==> config.mk <==
export PLATFORM = sky130hd
export DESIGN_NAME = uart_rx
export DESIGN_NICKNAME = d
export VERILOG_FILES = /design/src/rtl/uart_rx.sv
export SDC_FILE = /design/constraint.sdc
export NUM_CORES = 1
export LEC_CHECK = 0
export BUFFER_PORTS_ARGS = -buffer_cell sky130_fd_sc_hd__buf_2
export CORE_ASPECT_RATIO = 1.5
export CORE_MARGIN = 1
export CORE_UTILIZATION = 50
export CTS_CLUSTER_DIAMETER = 80
export DETAILED_ROUTE_END_ITERATION = 8
export GPL_TIMING_DRIVEN = 0
export HOLD_SLACK_MARGIN = 0.08
export PLACE_DENSITY = 0.73
export SETUP_SLACK_MARGIN = 0.15
export SYNTH_ARGS = -nofsm -noshare
export SYNTH_HDL_FRONTEND = slang
export SYNTH_SLANG_ARGS = --single-unit
==> constraint.sdc <==
create_clock -name clock -period 2.66 [get_ports clock]
set_input_delay 0.133 -clock clock [delete_from_list [all_inputs] [get_ports clock]]
set_output_delay 0.133 -clock clock [all_outputs]
set_load 0.02 [all_outputs]
==> src/rtl/uart_rx.sv <==
// UART receiver: 8N1-style framing with mid-bit sampling, stop-bit check and a
// single-entry holding register with valid/read handshake and sticky overrun.
module uart_rx #(
    parameter int WIDTH = 8
) (
    input  logic             clock,
    input  logic             reset,
    input  logic [15:0]      clock_divider,
    input  logic             rx,
    input  logic             read_en,
    output logic [WIDTH-1:0] data_out,
    output logic             data_valid,
    output logic             frame_error,
    output logic             overrun,
    output logic             busy
);

    localparam int BW = $clog2(WIDTH + 1);

    typedef enum logic [2:0] {
        IDLE,
        START,
        DATA,
        STOP,
        WAIT_HIGH
    } state_e;

    state_e           state_q, state_d;
    logic [15:0]      cnt_q, cnt_d;
    logic [BW-1:0]    bitCnt_q, bitCnt_d;
    logic [WIDTH-1:0] shift_q, shift_d;
    logic [WIDTH-1:0] dataOut_q, dataOut_d;
    logic             valid_q, valid_d;
    logic             frameErr_q, frameErr_d;
    logic             overrun_q, overrun_d;
    logic             rxMeta_q, rxs_q;
    logic [15:0]      periodM1, halfM1;

    // The counter holds "cycles remaining minus one", so P = 65536 still fits in 16 bits.
    assign periodM1 = (clock_divider == 16'd0) ? 16'd1 : clock_divider;
    assign halfM1   = (periodM1 - 16'd1) >> 1;

    always_ff @(posedge clock) begin
        if (reset) begin
            rxMeta_q   <= 1'b1;
            rxs_q      <= 1'b1;
            state_q    <= IDLE;
            cnt_q      <= '0;
            bitCnt_q   <= '0;
            shift_q    <= '0;
            dataOut_q  <= '0;
            valid_q    <= 1'b0;
            frameErr_q <= 1'b0;
            overrun_q  <= 1'b0;
        end else begin
            rxMeta_q   <= rx;
            rxs_q      <= rxMeta_q;
            state_q    <= state_d;
            cnt_q      <= cnt_d;
            bitCnt_q   <= bitCnt_d;
            shift_q    <= shift_d;
            dataOut_q  <= dataOut_d;
            valid_q    <= valid_d;
            frameErr_q <= frameErr_d;
            overrun_q  <= overrun_d;
        end
    end

    always_comb begin
        state_d    = state_q;
        cnt_d      = cnt_q;
        bitCnt_d   = bitCnt_q;
        shift_d    = shift_q;
        dataOut_d  = dataOut_q;
        valid_d    = valid_q;
        frameErr_d = 1'b0;
        overrun_d  = overrun_q;

        // A read is applied first so a same-cycle accept can re-set valid over it.
        if (read_en && valid_q) begin
            valid_d   = 1'b0;
            overrun_d = 1'b0;
        end

        case (state_q)
            IDLE: begin
                if (!rxs_q) begin
                    cnt_d   = halfM1;
                    state_d = START;
                end
            end
            START: begin
                if (cnt_q == 16'd0) begin
                    if (rxs_q) begin
                        state_d = IDLE;
                    end else begin
                        cnt_d    = periodM1;
                        bitCnt_d = '0;
                        state_d  = DATA;
                    end
                end else begin
                    cnt_d = cnt_q - 16'd1;
                end
            end
            DATA: begin
                if (cnt_q == 16'd0) begin
                    shift_d  = {rxs_q, shift_q[WIDTH-1:1]};
                    cnt_d    = periodM1;
                    bitCnt_d = bitCnt_q + 1'b1;
                    if (bitCnt_q == BW'(WIDTH - 1)) begin
                        state_d = STOP;
                    end
                end else begin
                    cnt_d = cnt_q - 16'd1;
                end
            end
            STOP: begin
                if (cnt_q == 16'd0) begin
                    if (rxs_q) begin
                        dataOut_d = shift_q;
                        valid_d   = 1'b1;
                        if (valid_q && !read_en) begin
                            overrun_d = 1'b1;
                        end
                        state_d = IDLE;
                    end else begin
                        frameErr_d = 1'b1;
                        state_d    = WAIT_HIGH;
                    end
                end else begin
                    cnt_d = cnt_q - 16'd1;
                end
            end
            WAIT_HIGH: begin
                if (rxs_q) begin
                    state_d = IDLE;
                end
            end
            default: state_d = IDLE;
        endcase
    end

    assign data_out    = dataOut_q;
    assign data_valid  = valid_q;
    assign frame_error = frameErr_q;
    assign overrun     = overrun_q;
    assign busy        = (state_q != IDLE);

endmodule

* After elaboration in Yosys (flattened, before gate mapping)
Index checks and enable logic that the tools add are counted.
Operators by class: add/subtract/negate cells 3, reduce and logical (&&, ||, !) cells 15, bitwise gates (word level) 2, muxes and demuxes 30, eq/ne operators 14
Operators with widths (number):
- 16-bit 2-to-1 mux | 6
- 16-bit case mux with 4 select lines | 1
- 16-bit zero test | 2
- 16-bit by 1-bit subtractor with 16-bit output (second input constant) | 2
- 3-bit 2-to-1 mux | 7
- 2-bit != test (second input constant) | 8
- 3-bit case mux with 5 select lines | 1
- 4-bit 2-to-1 mux | 3
- 1-bit 2-to-1 mux | 10
- 4-bit case mux with 2 select lines | 1
- 4-bit AND reduction | 2
- 3-bit by 2-bit equality test with 1-bit output (second input constant) | 2
- 6-bit AND reduction | 1
- 4-bit by 1-bit adder with 4-bit output (second input constant) | 1
- 4-bit by 3-bit equality test with 1-bit output (second input constant) | 1
- 4-bit nonzero test | 1
- 3-bit by 1-bit equality test with 1-bit output (second input constant) | 1
- 3-bit equality test (second input constant) | 1
- 3-bit zero test | 1
- 3-bit != test (second input constant) | 1
- 3-bit AND reduction | 1
- 3-bit nonzero test | 1
- 3-bit OR reduction | 1
- 1-bit logical AND | 2
- other kinds (5) | 6
Storage, ports and cells: output and inout bits 12, word-level logic and storage cells 74, register bits after elaboration 44, input port bits 20

* Longest topological paths before layout
depth in word-level cells 6, gate-level depth with buffers 10, gate-level depth less buffers 10

* Worst setup path before layout
OpenSTA, ideal clock, no wires.
path type input to register, from in clock_divider[8], to reg cnt_q[7], data arrival time 2.009 ns, setup time 0.118 ns, data required time 2.542 ns, stages on the path 10, path slack 0.533 ns, cell sequence nor3_1 > and3_1 > a31oi_1 > ha_1 > or3b_2 > nor4_1 > xnor2_1 > a2bb2oi_1 > o21ai_0 > o2bb2ai_1
On the way: longest elaborated chain between the ends 5
RTL lines:
- start, declared | line 8 | input logic [15:0] clock_divider,
- 16-bit zero test | line 40 | assign periodM1 = (clock_divider == 16'd0) ? 16'd1 : clock_divider;
- 16-bit 2-to-1 mux (*) | line 40
- 16-bit by 1-bit subtractor with 16-bit output / 16-bit 2-to-1 mux (equally long branches) | line 41, 94
- 16-bit 2-to-1 mux, on equally long branches | line 87, 93
- 16-bit case mux with 4 select lines (*) | line 85 | case (state_q)
- end signal, assigned | line 59 | cnt_q <= cnt_d;
- end, declared | line 29 | logic [15:0] cnt_q, cnt_d;
Every way passes the cells marked *; elsewhere a longest branch is shown, timed or not. The select of a mux whose other input is x is not followed. A chain may end at the register's enable or synchronous reset.

* Worst setup path in the final report
from reg cnt_q[0], to reg cnt_q[10]
On the way: longest elaborated chain between the ends 3
RTL lines:
- 16-bit by 1-bit subtractor with 16-bit output / 16-bit zero test (equally long branches)
- 16-bit 2-to-1 mux (tied with other cells) | line 118 | if (cnt_q == 16'd0) begin
- 16-bit case mux with 4 select lines / 4-bit AND reduction (equally long branches)
Several ways; a longest one is shown, not always the timed one. The select of a mux whose other input is x is not followed.

==> impl_metrics.tcl <==
set metrics [dict create \
    outcome "finished clean" \
    synth_edf_count 0 \
    grt_use_met3 0.02680 \
    period_share 0.8711 \
    grt_max_degree 14 \
    synth_warnings 0 \
    route.detailed.vias_per_inst 5.933 \
    p_leak_nw 1.322 \
    busiest_layer "met2" \
    sequential_cell_area_fraction_in_the_yosys_report 0.3290 \
    drc_errors 0 \
    die_x_um 61.75 \
    critPathKind "flip-flop to flip-flop" \
    finalPower_mw 1.642 \
    place_hpwl_mm 5.425 \
    max_freq_mhz 431.6 \
    synth_area_um2 2678 \
    drv_slew 0 \
    synthesis.instances 338 \
    initial_core_util 0.5184 \
    detailedRoute.firstIterationViolations 145 \
    dominantRegCellSynth "sky130_fd_sc_hd__dfxtp_1" \
    grt_pass1_wl_mm 11.50 \
    synth_cell_types 58 \
    routed_via_count 2676 \
    fraction_of_layout_cells_with_a_size_suffix_above_1 0.1775 \
    period_minus_slack_ns 2.317 \
    setup.worst_path.end_class "flip-flop" \
    drt_pre_antenna_iters 5 \
    dp_slack_ns -0.01618 \
    nets 406 \
    synth_fp_nets 362 \
    synth_area_leaders "sky130_fd_sc_hd__dfxtp_1, sky130_fd_sc_hd__mux2i_1, sky130_fd_sc_hd__nor2_1, sky130_fd_sc_hd__a21oi_1, sky130_fd_sc_hd__o21ai_0" \
    p_sw_mw 0.5150 \
    globalRouteOverflowTotal 0 \
    grt_antenna_before_repair 0 \
    rows 32 \
    clock_path_buffers 2 \
    worst_skew_pair.late_latency_ns 0.29 \
    finClkSkew_ns 0.007034 \
    die_h_um 91.63 \
    worst_ir_drop_vdd_uv 304.4 \
    cts.htree.levels 2 \
    clockPowerShare 0.306 \
    worst_setup_hold_path_clk_slew_ns 0.08 \
    fp.dieArea_um2 5658 \
    synth_seq_cells 44 \
    port_buffers 31 \
    timing.critical_path.fanout_max 8 \
    cts-buffers-inserted 5 \
    required_ns 2.84 \
    startpoint_type "flip-flop" \
    tritoncts_sink_count 44 \
    hold_violations 0 \
    fin_area_um2 3099 \
    place_area_um2 2918 \
    gp_congestion 0.9228 \
    fillerInstances 490 \
    synth.avg_cell_area_um2 7.922 \
    num_antenna_cells 0 \
    core-area_um2 5165 \
    proportion_of_netlist_area_held_by_the_largest_area_contributor 0.3290 \
    first_global_vias 2564 \
    tritoncts "done" \
    grt.total_usage 0.2681 \
    syn2layout_area_growth_pct 15.75 \
    cell_internal_pwr_mw 1.127 \
    share_seq_of_total_power 0.434 \
    synth_top_cell_by_area "sky130_fd_sc_hd__dfxtp_1" \
    worst_slack_ns 0.3429 \
    grt.met2_usage 0.4803 \
    worstPathArrival_ns 2.49 \
    power_per_standard_cell_area_nw_per_um2 529.8 \
    rsz0062_at_grt "no" \
    globalRouteMet1Util 0.2789 \
    ctsRootBufferMaster "sky130_fd_sc_hd__clkbuf_8" \
    wl_per_cell_um 15.63 \
    hold_path.class "input port to flip-flop" \
    ant_nets 0 \
    worst_slew_pin_slew_ns 0.8516 \
    max_cap_viol_count 0 \
    design.portCount 32 \
    remaining_max_slew_budget_at_the_tightest_pin 0.4270 \
    final_setup_fails 0 \
    route.final.wire_length_mm 7.051 \
    ys_async_sr_fraction 0 \
    switching_share 0.3136 \
    combPwrFrac 0.260 \
]
## power groups by stage
stage          Clock (mW)  Combinational, mW  Sequential [mW]
6_report            0.502              0.427            0.712
3_3_place_gp            0              0.386            0.725
4_1_cts             0.515              0.415            0.710
5_1_grt             0.541              0.468            0.716
2_1_floorplan           0              0.279            0.718
3_5_place_dp            0              0.388            0.726
## cell usage after synthesis (2+ instances only)
| cell | number |
|---|---|
| sky130_fd_sc_hd__nor2_1 | 49 |
| sky130_fd_sc_hd__dfxtp_1 | 44 |
| sky130_fd_sc_hd__a21oi_1 | 20 |
| sky130_fd_sc_hd__mux2i_1 | 20 |
| sky130_fd_sc_hd__o21ai_0 | 19 |
| sky130_fd_sc_hd__nand2_1 | 16 |
| sky130_fd_sc_hd__nor3_1 | 15 |
| sky130_fd_sc_hd__o21ai_1 | 15 |
| sky130_fd_sc_hd__nand3_1 | 14 |
| sky130_fd_sc_hd__nor4_1 | 10 |
| sky130_fd_sc_hd__a211oi_1 | 7 |
| sky130_fd_sc_hd__clkbuf_1 | 7 |
| sky130_fd_sc_hd__inv_1 | 7 |
| sky130_fd_sc_hd__or3_1 | 6 |
| sky130_fd_sc_hd__xnor2_1 | 6 |
| sky130_fd_sc_hd__nand4_1 | 5 |
| sky130_fd_sc_hd__or2_2 | 5 |
| sky130_fd_sc_hd__and3_1 | 4 |
| sky130_fd_sc_hd__ha_1 | 4 |
| sky130_fd_sc_hd__xor2_1 | 4 |
| sky130_fd_sc_hd__buf_2 | 3 |
| sky130_fd_sc_hd__clkbuf_8 | 3 |
| sky130_fd_sc_hd__nand2b_1 | 3 |
| sky130_fd_sc_hd__nand4b_1 | 3 |
| sky130_fd_sc_hd__nor2b_1 | 3 |
| sky130_fd_sc_hd__o22ai_1 | 3 |
| sky130_fd_sc_hd__or4_1 | 3 |
| sky130_fd_sc_hd__a2111oi_0 | 2 |
| sky130_fd_sc_hd__a21o_1 | 2 |
| sky130_fd_sc_hd__a221oi_1 | 2 |
| sky130_fd_sc_hd__a22oi_1 | 2 |
| sky130_fd_sc_hd__a31oi_1 | 2 |
| sky130_fd_sc_hd__buf_4 | 2 |
| sky130_fd_sc_hd__nand3b_1 | 2 |
| sky130_fd_sc_hd__nor3_2 | 2 |
| sky130_fd_sc_hd__o2bb2ai_1 | 2 |
## kinds of logic after synthesis
family / share of synthesized area
adders and majority gates: 0.01869
DFF: 0.3290
AOI/OAI and AO/OA: 0.2037
and+or+nand+nor: 0.2935
buffers and inverters: 0.04766
xor gates and xnor gates: 0.03271
muxes: 0.07477
## path summary, 6_finish.rpt
check | endpoint | slack (ns) | cells past startpoint | start
worst max-delay path | cnt_q[10] | 0.34 | 9 | cnt_q[0]
worst min-delay path | state_q[0] | 0.1 | 2 | reset
worst max register to register | cnt_q[10] | 0.34 | 9 | cnt_q[0]
worst min register to register | rxs_q | 0.43 | 1 | rxMeta_q
## state kept, by name, indices dropped and copies added, names as in the netlist, named ones only
name	flops
bitCnt_q	4
state_q	3
shift_q	8
data_valid	1
data_out	8
rxs_q	1
cnt_q	16
rxMeta_q	1
frame_error	1
## metrics by stage
step | setup TNS [ns] | std cells | hold WS [ns] | util
3_5_place_dp | -0.02132 | 437 | 0.3196 | 0.5649
6_report | 0 | 451 | 0.09533 | 0.6000
5_1_grt | 0 | 451 | 0.09061 | 0.6000
2_1_floorplan | 0 | 338 | 0.2227 | -
4_1_cts | 0 | 451 | 0.09071 | 0.5969
3_3_place_gp | -0.01309 | 437 | 0.3155 | 0.5649
## placed cells by master (no fill, tap or decap), drive strengths merged, types with 2 or more instances in the layout
cell,instances
a2111oi,2
a211oi,7
a21o,2
a21oi,20
a221oi,2
a22oi,2
a31oi,2
and3,4
buf,41
clkbuf,16
dfxtp,44
dlygate4sd3,2
ha,4
inv,7
mux2i,20
nand2,16
nand2b,3
nand3,14
nand3b,2
nand4,5
nand4b,3
nor2,49
nor2b,3
nor3,17
nor3b,2
nor4,10
o21ai,34
o22ai,3
o2bb2ai,2
or2,6
or3,7
or4,3
xnor2,6
xor2,4
## per-layer routing
layer / wire length, um / share of wire
met1: 2729 / 0.39
met2: 3743 / 0.53
met3: 259 / 0.037
met4: 319 / 0.045
met5: 0 / 0
## critical path: stages, from the launching register on
cell	delay (ns)
sky130_fd_sc_hd__dfxtp_1	0.36
sky130_fd_sc_hd__inv_1	0.11
sky130_fd_sc_hd__ha_1	0.18
sky130_fd_sc_hd__nor4b_2	0.27
sky130_fd_sc_hd__nand4_1	0.18
sky130_fd_sc_hd__buf_4	0.22
sky130_fd_sc_hd__a21boi_4	0.26
sky130_fd_sc_hd__nor2_1	0.09
sky130_fd_sc_hd__a2111oi_0	0.40
sky130_fd_sc_hd__a21oi_1	0.12
## final cells by class
| type | count | area, um^2 | share of cell area |
|---|---|---|---|
| well taps | 68 | 85.08 | 0.02745 |
| plain buffers | 16 | 103.9 | 0.03351 |
| multi-input cells | 271 | 1690 | 0.5454 |
| clock inverters | 2 | 35.03 | 0.01130 |
| clock buffers | 6 | 72.57 | 0.02342 |
| inverters | 7 | 26.28 | 0.008478 |
| repair buffers | 37 | 205.2 | 0.06621 |
| flip-flops and latches | 44 | 880.8 | 0.2842 |
## what timing repair did
action,4_1_cts,5_1_grt
hold buffers,2,0
pin swaps,1,0
setup buffers,4,0
resized for setup,1,7
endpoints found under the hold margin,2,0
setup endpoints to repair,14,18
No activity file was read; power rests on OpenSTA's default activity.
